$ cat config.mk
export PLATFORM = sky130hd
export DESIGN_NAME = rr_index_arbiter
export DESIGN_NICKNAME = d
export VERILOG_FILES = /design/src/rtl/rr_index_arbiter.sv
export SDC_FILE = /design/constraint.sdc
export NUM_CORES = 1
export LEC_CHECK = 0
export ABC_AREA = 1
export ABC_CLOCK_PERIOD_IN_PS = 5000
export BUFFER_PORTS_ARGS = -buffer_cell sky130_fd_sc_hd__buf_4
export CAP_MARGIN = 20
export CORE_MARGIN = 3
export CORE_UTILIZATION = 62
export CTS_CLUSTER_DIAMETER = 150
export CTS_CLUSTER_SIZE = 24
export DETAILED_ROUTE_END_ITERATION = 8
export GPL_ROUTABILITY_DRIVEN = 0
export GPL_TIMING_DRIVEN = 0
export PLACE_DENSITY_LB_ADDON = 0.2
export SLEW_MARGIN = 0
export SYNTH_ARGS = -nofsm -noshare
export SYNTH_HDL_FRONTEND = slang
export SYNTH_SLANG_ARGS = --single-unit
$ cat constraint.sdc
create_clock -name clk -period 5 [get_ports clk]
set_input_delay 0.25 -clock clk [delete_from_list [all_inputs] [get_ports clk]]
set_output_delay 0.25 -clock clk [all_outputs]
set_load 0.02 [all_outputs]
$ cat src/rtl/rr_index_arbiter.sv
// rtl/rr_index_arbiter.sv - round-robin 8-way arbiter with registered grant index, ack release and hold timeout
module rr_index_arbiter #(
    parameter int N       = 8,
    parameter int IDX_W   = 3,
    parameter int TIMEOUT = 16
) (
    input  logic             clk,
    input  logic             rst_n,
    input  logic             enable,
    input  logic [N-1:0]     req,
    input  logic             ack,
    output logic [IDX_W-1:0] grant_idx,
    output logic             grant_valid,
    output logic             timeout
);

    // Hold counter needs at least one bit even when the timeout is disabled.
    localparam int HCNT_W = (TIMEOUT > 0) ? $clog2(TIMEOUT + 1) : 1;
    localparam logic [HCNT_W-1:0] HCNT_LAST = (TIMEOUT > 0) ? HCNT_W'(TIMEOUT - 1) : '0;

    typedef enum logic {
        IDLE  = 1'b0,
        GRANT = 1'b1
    } state_t;

    state_t              state_q;
    logic [IDX_W-1:0]    ptr_q;
    logic [HCNT_W-1:0]   hcnt_q;
    logic [IDX_W-1:0]    grant_idx_q;
    logic                grant_valid_q;
    logic                timeout_q;

    logic [IDX_W-1:0]    search_idx_d;
    logic [IDX_W-1:0]    cand;
    logic                found;

    // First requester at or after the pointer, wrapping modulo N.
    always_comb begin
        search_idx_d = ptr_q;
        found        = 1'b0;
        cand         = '0;
        for (int k = 0; k < N; k++) begin
            cand = ptr_q + IDX_W'(k);
            if (!found && req[cand]) begin
                search_idx_d = cand;
                found        = 1'b1;
            end
        end
    end

    // Grant FSM: all outputs and bookkeeping registered in one place.
    always_ff @(posedge clk or negedge rst_n) begin
        if (!rst_n) begin
            state_q       <= IDLE;
            ptr_q         <= '0;
            hcnt_q        <= '0;
            grant_idx_q   <= '0;
            grant_valid_q <= 1'b0;
            timeout_q     <= 1'b0;
        end else begin
            timeout_q <= 1'b0;
            case (state_q)
                IDLE: begin
                    if (enable && (req != '0)) begin
                        grant_idx_q   <= search_idx_d;
                        grant_valid_q <= 1'b1;
                        hcnt_q        <= '0;
                        state_q       <= GRANT;
                    end
                end
                GRANT: begin
                    if (!enable) begin
                        // Forced drop leaves the pointer alone so the same requester can win again.
                        grant_valid_q <= 1'b0;
                        state_q       <= IDLE;
                    end else if (ack) begin
                        grant_valid_q <= 1'b0;
                        ptr_q         <= grant_idx_q + IDX_W'(1);
                        state_q       <= IDLE;
                    end else if ((TIMEOUT != 0) && (hcnt_q == HCNT_LAST)) begin
                        grant_valid_q <= 1'b0;
                        timeout_q     <= 1'b1;
                        ptr_q         <= grant_idx_q + IDX_W'(1);
                        state_q       <= IDLE;
                    end else begin
                        hcnt_q <= hcnt_q + HCNT_W'(1);
                    end
                end
                default: state_q <= IDLE;
            endcase
        end
    end

    assign grant_idx   = grant_idx_q;
    assign grant_valid = grant_valid_q;
    assign timeout     = timeout_q;

endmodule
# Yosys cells after proc, flatten, opt, wreduce, memory -nomap -nowiden
# Cells that the tools add are included.
[totals] in_bits=12 romBits=0 ramBits=0 n_memories=0 latchBits=0 register_bits=14 word_cells=102
[op_classes] n_shift=0 n_bitwise=1 n_eq_ne=6 n_mux=51 order_cmp=8 mul=0 div_mod_pow=0 reduce_logical=21 addsub=9
[ops] cell="$lt A3 B4 Y1 const B" n=8
[ops] cell="$mux W1" n=27
[ops] cell="$mux W3" n=9
[ops] cell="$bmux W1 S3" n=8
[ops] cell="$mux W5" n=4
[ops] cell="$add A3 B3 Y3 const B" n=4
[ops] cell="$pmux W5 S2" n=1
[ops] cell="$logic_and A1 B1 Y1" n=8
[ops] cell="$ne A2 B2 Y1 const B" n=4
[ops] cell="$reduce_bool A8 Y1" n=1
[ops] cell="$logic_not A1 Y1" n=7
[ops] cell="$add A3 B1 Y3 const B" n=2
[ops] cell="$add A3 B2 Y3 const B" n=2
[ops] cell="$add A5 B1 Y5 const B" n=1
[ops] cell="$eq A5 B4 Y1 const B" n=1
[ops] cell="$ne A4 B3 Y1 const B" n=1
[ops] cell="$pmux W1 S2" n=2
[ops] cell="$reduce_and A2 Y1" n=2
[ops] cell="$reduce_and A4 Y1" n=1
[ops] cell="$reduce_and A3 Y1" n=1
[ops] cell="$reduce_bool A2 Y1" n=1
[ops] cell="$not A1 Y1" n=1

# Longest topological paths before layout
# Gate-level depths: netlist of the first run.
[depth] depth_word=24 mapped_depth=19 ltp_nobuf=18

# Worst setup path before layout of the first run
# Ideal clock, no wire load.
[synth_path] path_kind="register to register" from="register ptr_q[1]" to="register grant_idx_q[1], in the netlist grant_idx[1]" arrival_ps=1983 path_stages_with_launch=18 setup_slack_ps=2901 period_less_slack_ps=2099 cell_sequence="dfrtp_1 > buf_6 > inv_2 > ha_1 > inv_2 > nand3_1 > nand2_1 > nand2_1 > nand2_2 > nand2_2 > clkinv_4 > nand4_4 > nor2_4 > nand3_2 > o21ai_1 > inv_1 > nand2_1 > nand2_1"
[synth_via] elab_chain_cells=24 word_cells_on_any_way=51 classes_between="add/sub (7); mux (30); reduce/logical (14)"
[synth_rtl] item="start, declared" line_no="27" text="logic [IDX_W-1:0] ptr_q;"
[synth_rtl] item="start signal, assigned" line_no="78" text="ptr_q <= grant_idx_q + IDX_W'(1);"
[synth_rtl] item="start signal, assigned" line_no="83" text="ptr_q <= grant_idx_q + IDX_W'(1);"
[synth_rtl] item="branches (longest 23 deep; another with $add A3 B1 Y3)"
[synth_rtl] item="$mux W3 *" line_no="44" text="if (!found && req[cand]) begin"
[synth_rtl] item="end signal, assigned" line_no="65" text="grant_idx_q <= search_idx_d;"
[synth_rtl] item="end, declared" line_no="29" text="logic [IDX_W-1:0] grant_idx_q;"
# Every way passes the cells marked *. The select of a mux whose other input is x is not followed.
# A chain may end at the register's enable or synchronous reset.

# Worst setup path in the final report of the first run
[layout_path] from="register hcnt_q[0]" to="register hcnt_q[4]"
[layout_via] elab_chain_cells=5 word_cells_on_any_way=8 classes_between="add/sub (1); eq/ne (2); mux (4); reduce/logical (1)"
[layout_rtl] item="start, declared" line_no="28" text="logic [HCNT_W-1:0] hcnt_q;"
[layout_rtl] item="start signal, assigned" line_no="86" text="hcnt_q <= hcnt_q + HCNT_W'(1);"
[layout_rtl] item="$add A5 B1 Y5" line_no="86"
[layout_rtl] item="$mux W5" line_no="80" text="end else if ((TIMEOUT != 0) && (hcnt_q == HCNT_LAST)) begin"
[layout_rtl] item="$mux W5" line_no="76" text="end else if (ack) begin"
[layout_rtl] item="$mux W5" line_no="72" text="if (!enable) begin"
[layout_rtl] item="$pmux W5 S2" line_no="62" text="case (state_q)"
# Parallel ways exist; a longest one is shown, timed or not. The select of a mux whose other input is x is not followed.

==> impl_metrics.json, run 1 <==
{
  "h-tree-depth": 1,
  "clk_latency_ns": 0.27,
  "synth_fp_nets": 220,
  "synth_cell_type_count": 35,
  "synth.avg_cell_area_um2": 6.768,
  "status": "finished clean",
  "worstPathRequired_ns": 5.20,
  "clock_sinks": 14,
  "slew_violations": 0,
  "antenna_found_initial": 0,
  "rows": 16,
  "grt_overflow": 0,
  "dpl.hpwl_um": 2570,
  "slew_headroom": 0.7356,
  "cp_cell_sequence": "ha_1 > inv_1 > nor3_1 > ha_1 > nor2_1 > inv_1 > nor2_1 > inv_1 > o21ai_0 > nor2_1 > inv_1 > nand2_1 > o21ai_0",
  "rr_startpoint": "hcnt_q[0]$_DFFE_PN0P_",
  "rsz0062_at_grt": "no",
  "nets": 242,
  "synth_top_family_by_area": "simple AND/OR/NAND/NOR gates",
  "dominantRegCellSynth": "dfrtp_1",
  "insertedDiodeCount": 0,
  "cts-root-buf": "clkbuf_4",
  "grt_pass1_vias": 1314,
  "worstMarginPinSlew_ns": 0.3951,
  "critPathCapture": "hcnt_q[4]$_DFFE_PN0P_",
  "cap_violations": 0,
  "synth-simple-area-share": 0.4399,
  "yosysWarnings": 0,
  "final_cells": 250,
  "drtIter0Drc": 54,
  "ys_seq_elements": 14,
  "totalWireLength_um": 3024,
  "cpMostUsedCell": "inv_1",
  "max_freq_ghz": 0.4044,
  "fin_worst_skew_ns": 0.002189,
  "clkSlewWorstSetupHoldPaths_ns": 0.07,
  "synth_compound_area_frac": 0.09472,
  "clock_path_buffers": 2,
  "cp_max_fo": 6,
  "synth_edf_count": 0,
  "grt_use_total": 0.2515,
  "antenna_left": 0,
  "die_w_um": 53.07,
  "synthCells": 203,
  "synth_fa_ha_area_frac": 0.04554,
  "synthXorXnorAreaFrac": 0.06831,
  "cp-start-kind": "register",
  "chipHeight_um": 53.07,
  "post_cts_resized": 0,
  "hold_viol": 0,
  "die_area_um2": 2816,
  "drc": 0,
  "synth_area_um2": 1374,
  "area_delta_synth_final_pct": 13.57,
  "grt_pass1_wl_um": 5264,
  "viasPerCell": 5.540,
  "boundaryPins": 17,
  "ys_seq_area_frac": 0.2550,
  "holdCritPathClass": "in2reg",
  "worstReg2RegEnd": "hcnt_q[4]$_DFFE_PN0P_",
  "cts_tree": "done",
  "post_drt_wl_per_cell_um": 12.10,
  "setup_violations": 0,
  "grt_max_degree": 15,
  "async_reset_ff_frac": 1.000,
  "max_stage_delay_ns": 0.41,
  "min_period_ns": 2.473,
  "arrival_ns": 2.67,
  "rrSetupSlack_ns": 2.53,
  "crit_path_top_delay_cell": "dfrtp_1",
  "port_buffers": 16,
  "placed_cells": 246,
  "holdPathStages": 2,
  "core_area_um2": 2022,
  "cts_buffers": 3,
  "setup_tns_ns": 0,
  "final_core_util": 0.7717,
  "start_util": 0.6795,
  "finalCritPeriodShare": 0.4945,
  "drive_above_1_share": 0.2018,
  "worstRegToRegCells": 13,
  "setup.worst_path.start": "hcnt_q[0]$_DFFE_PN0P_",
  "drtPass1Iterations": 4,
  "cp-end-kind": "register",
  "path_class": "reg2reg",
  "num_vias": 1385,
  "muxShareOfSynthArea": 0
}
[cell usage in the layout (no fill, tap or decap), types with 2 or more instances in the layout]
master and count:
nand3_1 36, inv_1 17, inv_2 6, buf_4 16, clkbuf_4 3, buf_6 3, ha_1 5, nand3_2 3
xnor2_2 2, o21ai_0 10, nor3_1 2, dfrtp_1 14, nor4_1 2, o21ai_1 3, nor2_1 13, nand2_2 4
nand4_1 2, a21oi_1 3, nand2_1 60
[sequential cells by signal, summed over array words and instances (netlist names)]
| name | cells |
|---|---|
| grant_idx | 3 |
| grant_valid | 1 |
| hcnt_q | 5 |
| ptr_q | 3 |
| state_q | 1 |
| timeout | 1 |
[routing by layer]
metal | vias to the layer above | GRT usage | routed length, um
li1 | 713 | - | -
met1 | 627 | 0.2614 | 1229
met2 | 36 | 0.5041 | 1627
met3 | 9 | 0.02817 | 91
met4 | 0 | 0.08936 | 75
met5 | - | 0 | 0
[repair_timing]
| item | 4_1_cts | 5_1_grt |
|---|---|---|
| buffers inserted | 0 | 0 |
| hold buffers | 1 | 0 |
| endpoints found under the hold margin | 14 | 0 |
| endpoints found under the setup margin | 0 | 0 |
[cell type report]
cell class	count	area, um2
tap	27	33.78
fill	159	461.7
multi-input combinational	161	890.9
timing repair buffer	17	130.1
clock buffer	3	22.52
inverter	25	98.84
sequential	14	350.3
buffer	3	33.78
[through the flow]
stage,instance area (um2),hold WS (ns),worst slack (ns)
2_1_floorplan,1374,-0.04559,2.901
3_3_place_gp,1528,0.1021,2.687
3_5_place_dp,1528,0.1039,2.551
4_1_cts,1560,0.1365,2.521
5_1_grt,1560,0.1409,2.228
6_report,1560,0.1317,2.527
[kinds of logic (layout without fill, tap and decap cells)]
group | count (synthesis) | count (layout)
compound gates | 22 | 22
xor+xnor | 6 | 6
fa+ha+maj | 5 | 5
buf+inv | 28 | 48
flops | 14 | 14
simple gates | 128 | 128
[worst max-delay path: cells and delay by family (launching register included)]
family / cells / cell delay [ns]
buf+inv: 4 / 0.45
flops: 1 / 0.41
simple gates: 5 / 0.81
compound gates: 2 / 0.32
fa+ha+maj: 2 / 0.40
[how the worst min path moves through the flow]
stage,start,endpoint
floorplan,rst_n,grant_idx[0]$_DFFE_PN0P_
global placement,rst_n,hcnt_q[3]$_DFFE_PN0P_
detailed placement,rst_n,hcnt_q[3]$_DFFE_PN0P_
CTS,ack,timeout$_DFF_PN0_
global route,ack,timeout$_DFF_PN0_
finish,ack,timeout$_DFF_PN0_
[cells in the mapped netlist, types with 2 or more instances]
| library cell | n | area share |
|---|---|---|
| a21oi_1 | 3 | 0.011 |
| buf_6 | 3 | 0.025 |
| dfrtp_1 | 14 | 0.26 |
| ha_1 | 5 | 0.046 |
| inv_1 | 17 | 0.046 |
| inv_2 | 6 | 0.016 |
| nand2_1 | 60 | 0.16 |
| nand2_2 | 4 | 0.018 |
| nand3_1 | 36 | 0.13 |
| nand3_2 | 3 | 0.022 |
| nand4_1 | 2 | 0.0091 |
| nor2_1 | 13 | 0.036 |
| nor3_1 | 2 | 0.0073 |
| nor4_1 | 2 | 0.0091 |
| o21ai_0 | 10 | 0.036 |
| o21ai_1 | 3 | 0.011 |
| xnor2_2 | 2 | 0.024 |
Power of run 1 is not shown: default switching activity piles up to over one toggle a cycle in this logic, so the estimate is an artifact.
==> run 2, diff against run 1 <==
--- a/config.mk
+++ b/config.mk
@@ -5,12 +5,12 @@
 export SDC_FILE = /design/constraint.sdc
 export NUM_CORES = 1
 export LEC_CHECK = 0
-export ABC_AREA = 1
-export ABC_CLOCK_PERIOD_IN_PS = 5000
+export ABC_AREA = 0
+export ABC_CLOCK_PERIOD_IN_PS = 2400
 export BUFFER_PORTS_ARGS = -buffer_cell sky130_fd_sc_hd__buf_4
 export CAP_MARGIN = 20
 export CORE_MARGIN = 3
-export CORE_UTILIZATION = 62
+export CORE_UTILIZATION = 59
 export CTS_CLUSTER_DIAMETER = 150
 export CTS_CLUSTER_SIZE = 24
 export DETAILED_ROUTE_END_ITERATION = 8
==> constraint.sdc (replaced) <==
create_clock -name clk -period 2.4 [get_ports clk]
set_input_delay 0.12 -clock clk [delete_from_list [all_inputs] [get_ports clk]]
set_output_delay 0.12 -clock clk [all_outputs]
set_load 0.02 [all_outputs]
==> run 2 against run 1 <==
The run now ends with negative setup slack left. Via count rose by 5.0%. Sequential cell count stayed put. Fmax decreased by 19%. Hold slack worse by 0.12 ns. Non-clock buffer count up 12. Clock skew grew 0.0044 ns. Die area is 16% higher. Global-route usage shrank 0.089 points. Critical path depth is 4 lower. Wire length is 28% higher. Synthesized cell count down 24%. Final cell count fell by 15%. Critical path type unchanged.
==> impl_metrics.json, run 2 <==
{
  "drc": 0,
  "cp-end-kind": "register",
  "die_w_um": 57.12,
  "setup_violations": 3,
  "drtPass1Iterations": 4,
  "drtIter0Drc": 75,
  "worstPathRequired_ns": 2.60,
  "num_vias": 1454,
  "grt_pass1_vias": 1324,
  "post_drt_wl_per_cell_um": 18.17,
  "largest_register_ffs": 5,
  "synth_edf_count": 0,
  "synth_area_um2": 1541,
  "fin_worst_skew_ns": 0.006571,
  "violations": "negative setup slack",
  "clk_latency_ns": 0.28,
  "finalCritPeriodShare": 1.269,
  "ys_seq_elements": 14,
  "antenna_found_initial": 0,
  "arrival_ns": 3.25,
  "placed_cells": 198,
  "nets": 203,
  "totalWireLength_um": 3871,
  "synth_top_area_share": 0.2273,
  "final_common_cell": "buf_4",
  "insertedDiodeCount": 0,
  "switching_share": 0.4762,
  "cts-root-buf": "clkbuf_4",
  "powerDensity_nw_per_um2": 1448,
  "final_core_util": 0.7877,
  "p_switching_mw": 1.271,
  "synth_fp_nets": 171,
  "dpl.hpwl_um": 2815,
  "boundaryPins": 17,
  "worstMarginPinSlew_ns": 0.6361,
  "grt_overflow": 0,
  "chipHeight_um": 57.12,
  "cts_buffers": 3,
  "async_reset_ff_frac": 1.000,
  "crit_path_top_delay_cell": "mux4_2",
  "clkSlewWorstSetupHoldPaths_ns": 0.09,
  "yosysWarnings": 0,
  "yosys-top-cells-count": "dfrtp_1 (14), nor2_1 (14), nand2_1 (12)",
  "cp_max_fo": 7,
  "final_cells": 213,
  "cap_violations": 0,
  "path_class": "reg2reg",
  "slew_headroom": 0.5759,
  "die_area_um2": 3262,
  "clock_path_buffers": 2,
  "core_area_um2": 2340,
  "viasPerCell": 6.826,
  "hold_viol": 0,
  "yosysTopAreaCell": "dfrtp_1",
  "status": "finished with violations",
  "cp-start-kind": "register",
  "area_delta_synth_final_pct": 19.56,
  "clkPwrFrac": 0.064,
  "port_buffers": 16,
  "fin_ws_ns": -0.6458,
  "slew_violations": 0,
  "holdCritPathClass": "in2reg",
  "peakVddDrop_uv": 1158,
  "max_stage_delay_ns": 0.53,
  "seqPwrFrac": 0.132,
  "grt_use_total": 0.2506,
  "max_freq_ghz": 0.3283,
  "holdWs_ns": 0.01447,
  "clock_sinks": 14,
  "leakage_nw": 0.8102,
  "cp_cell_sequence": "clkbuf_8 > clkinvlp_4 > ha_4 > mux4_2 > mux4_2 > nor4b_4 > a31oi_1 > a41o_1 > a31oi_1",
  "grt_pass1_wl_um": 6410,
  "setup_tns_ns": -1.849,
  "drive_above_1_share": 0.3027,
  "synth_cell_type_count": 45,
  "synth.avg_cell_area_um2": 10.01,
  "placed_area_um2": 1717,
  "regMostFlops": "hcnt_q",
  "ys_seq_area_frac": 0.2273,
  "antenna_left": 0,
  "dominantRegCellSynth": "dfrtp_1",
  "start_util": 0.6588,
  "h-tree-depth": 1,
  "final_cell_mix": "buf_4 (27), nor2_1 (14), dfrtp_1 (13)",
  "min_period_ns": 3.046,
  "rows": 17,
  "cts_tree": "done",
  "grt_max_degree": 15,
  "p_int_mw": 1.398,
  "finalInstanceArea_um2": 1843,
  "rsz0062_at_grt": "yes",
  "synthCells": 154,
  "synthTopCellsByArea": "dfrtp_1 (23%), mux4_1 (10%), mux4_2 (10%)",
  "p_comb_frac": 0.805
}
run 2: cell count changes in the layout (fill, tap and decap cells not counted), moves of 8 or more:
cell	delta
mux2i_1	+8
inv_1	-11
buf_4	+11
mux4_2	+10
nand3_1	-35
nand2_1	-48
run 2: through the flow:
stage / setup slack, ns / power [mW]
after global routing: -0.7249 / 2.852
final: -0.6458 / 2.669
after detailed placement: -0.8643 / 2.300
after floorplan: -0.5811 / 1.903
after global placement: -0.8093 / 2.244
after CTS: -0.5901 / 2.578
run 2: routing by layer:
layer	track usage	part of all wire
met2	0.3899	0.46
met3	0.05204	0.090
met1	0.3647	0.45
met4	0.04967	0.0059
met5	0	0
run 2: cells by family after synthesis:
group,Yosys count,synth area share
DFF,14,0.2273
and+or+nand+nor,49,0.1696
AOI/OAI and AO/OA,41,0.1916
adders and majority gates,5,0.04058
muxes,26,0.2955
buffers and inverters,13,0.04140
xor gates and xnor gates,6,0.03409
run 2: worst max-delay path, delay by kind of cell, from the launching register on:
family	cells	cell delay [ns]
buf+inv	2	0.26
flops	1	0.39
compound gates	3	0.56
mux	2	1.05
fa+ha+maj	1	0.34
simple gates	1	0.36
run 2: worst paths after layout:
| kind | from | endpoint | slack, ns | cells past startpoint |
|---|---|---|---|---|
| setup / recovery | ptr_q[1]$_DFFE_PN0P_ | grant_idx[2]$_DFFE_PN0P_ | -0.65 | 9 |
| min in group asynchronous | rst_n | hcnt_q[1]$_DFFE_PN0P_ | 0.21 | 2 |
| hold / removal | ack | timeout$_DFF_PN0_ | 0.01 | 2 |
| hold reg to reg | hcnt_q[1]$_DFFE_PN0P_ | hcnt_q[1]$_DFFE_PN0P_ | 0.51 | 2 |
| max in group asynchronous | rst_n | ptr_q[0]$_DFFE_PN0P_ | 2.01 | 2 |
| setup reg to reg | ptr_q[1]$_DFFE_PN0P_ | grant_idx[2]$_DFFE_PN0P_ | -0.65 | 9 |
run 2: power groups by stage:
stage	clock [mW]	sequential (mW)	combinational, mW
3_3_place_gp	0	0.358	1.89
3_5_place_dp	0	0.361	1.94
4_1_cts	0.171	0.347	2.06
2_1_floorplan	0	0.375	1.53
6_report	0.170	0.352	2.15
5_1_grt	0.186	0.358	2.31
run 2: area by class of cell:
class                   instances  area (um2)
multi-input cells             127        1132
fillers                       164       496.7
flip-flops and latches         14       351.6
repair buffers                 28       212.7
inverters                       8       38.79
clock buffers                   4       36.28
plain buffers                   4       36.28
well taps                      28       35.03
run 2: what timing repair did:
item | in CTS | in global routing
hold endpoints to repair | 14 | 0
endpoints found under the setup margin | 3 | 3
hold buffers | 1 | 0
pin swaps | 6 | 2
setup buffers | 8 | 3
resized for setup | 4 | 0
No activity file was read; power rests on OpenSTA's default activity.
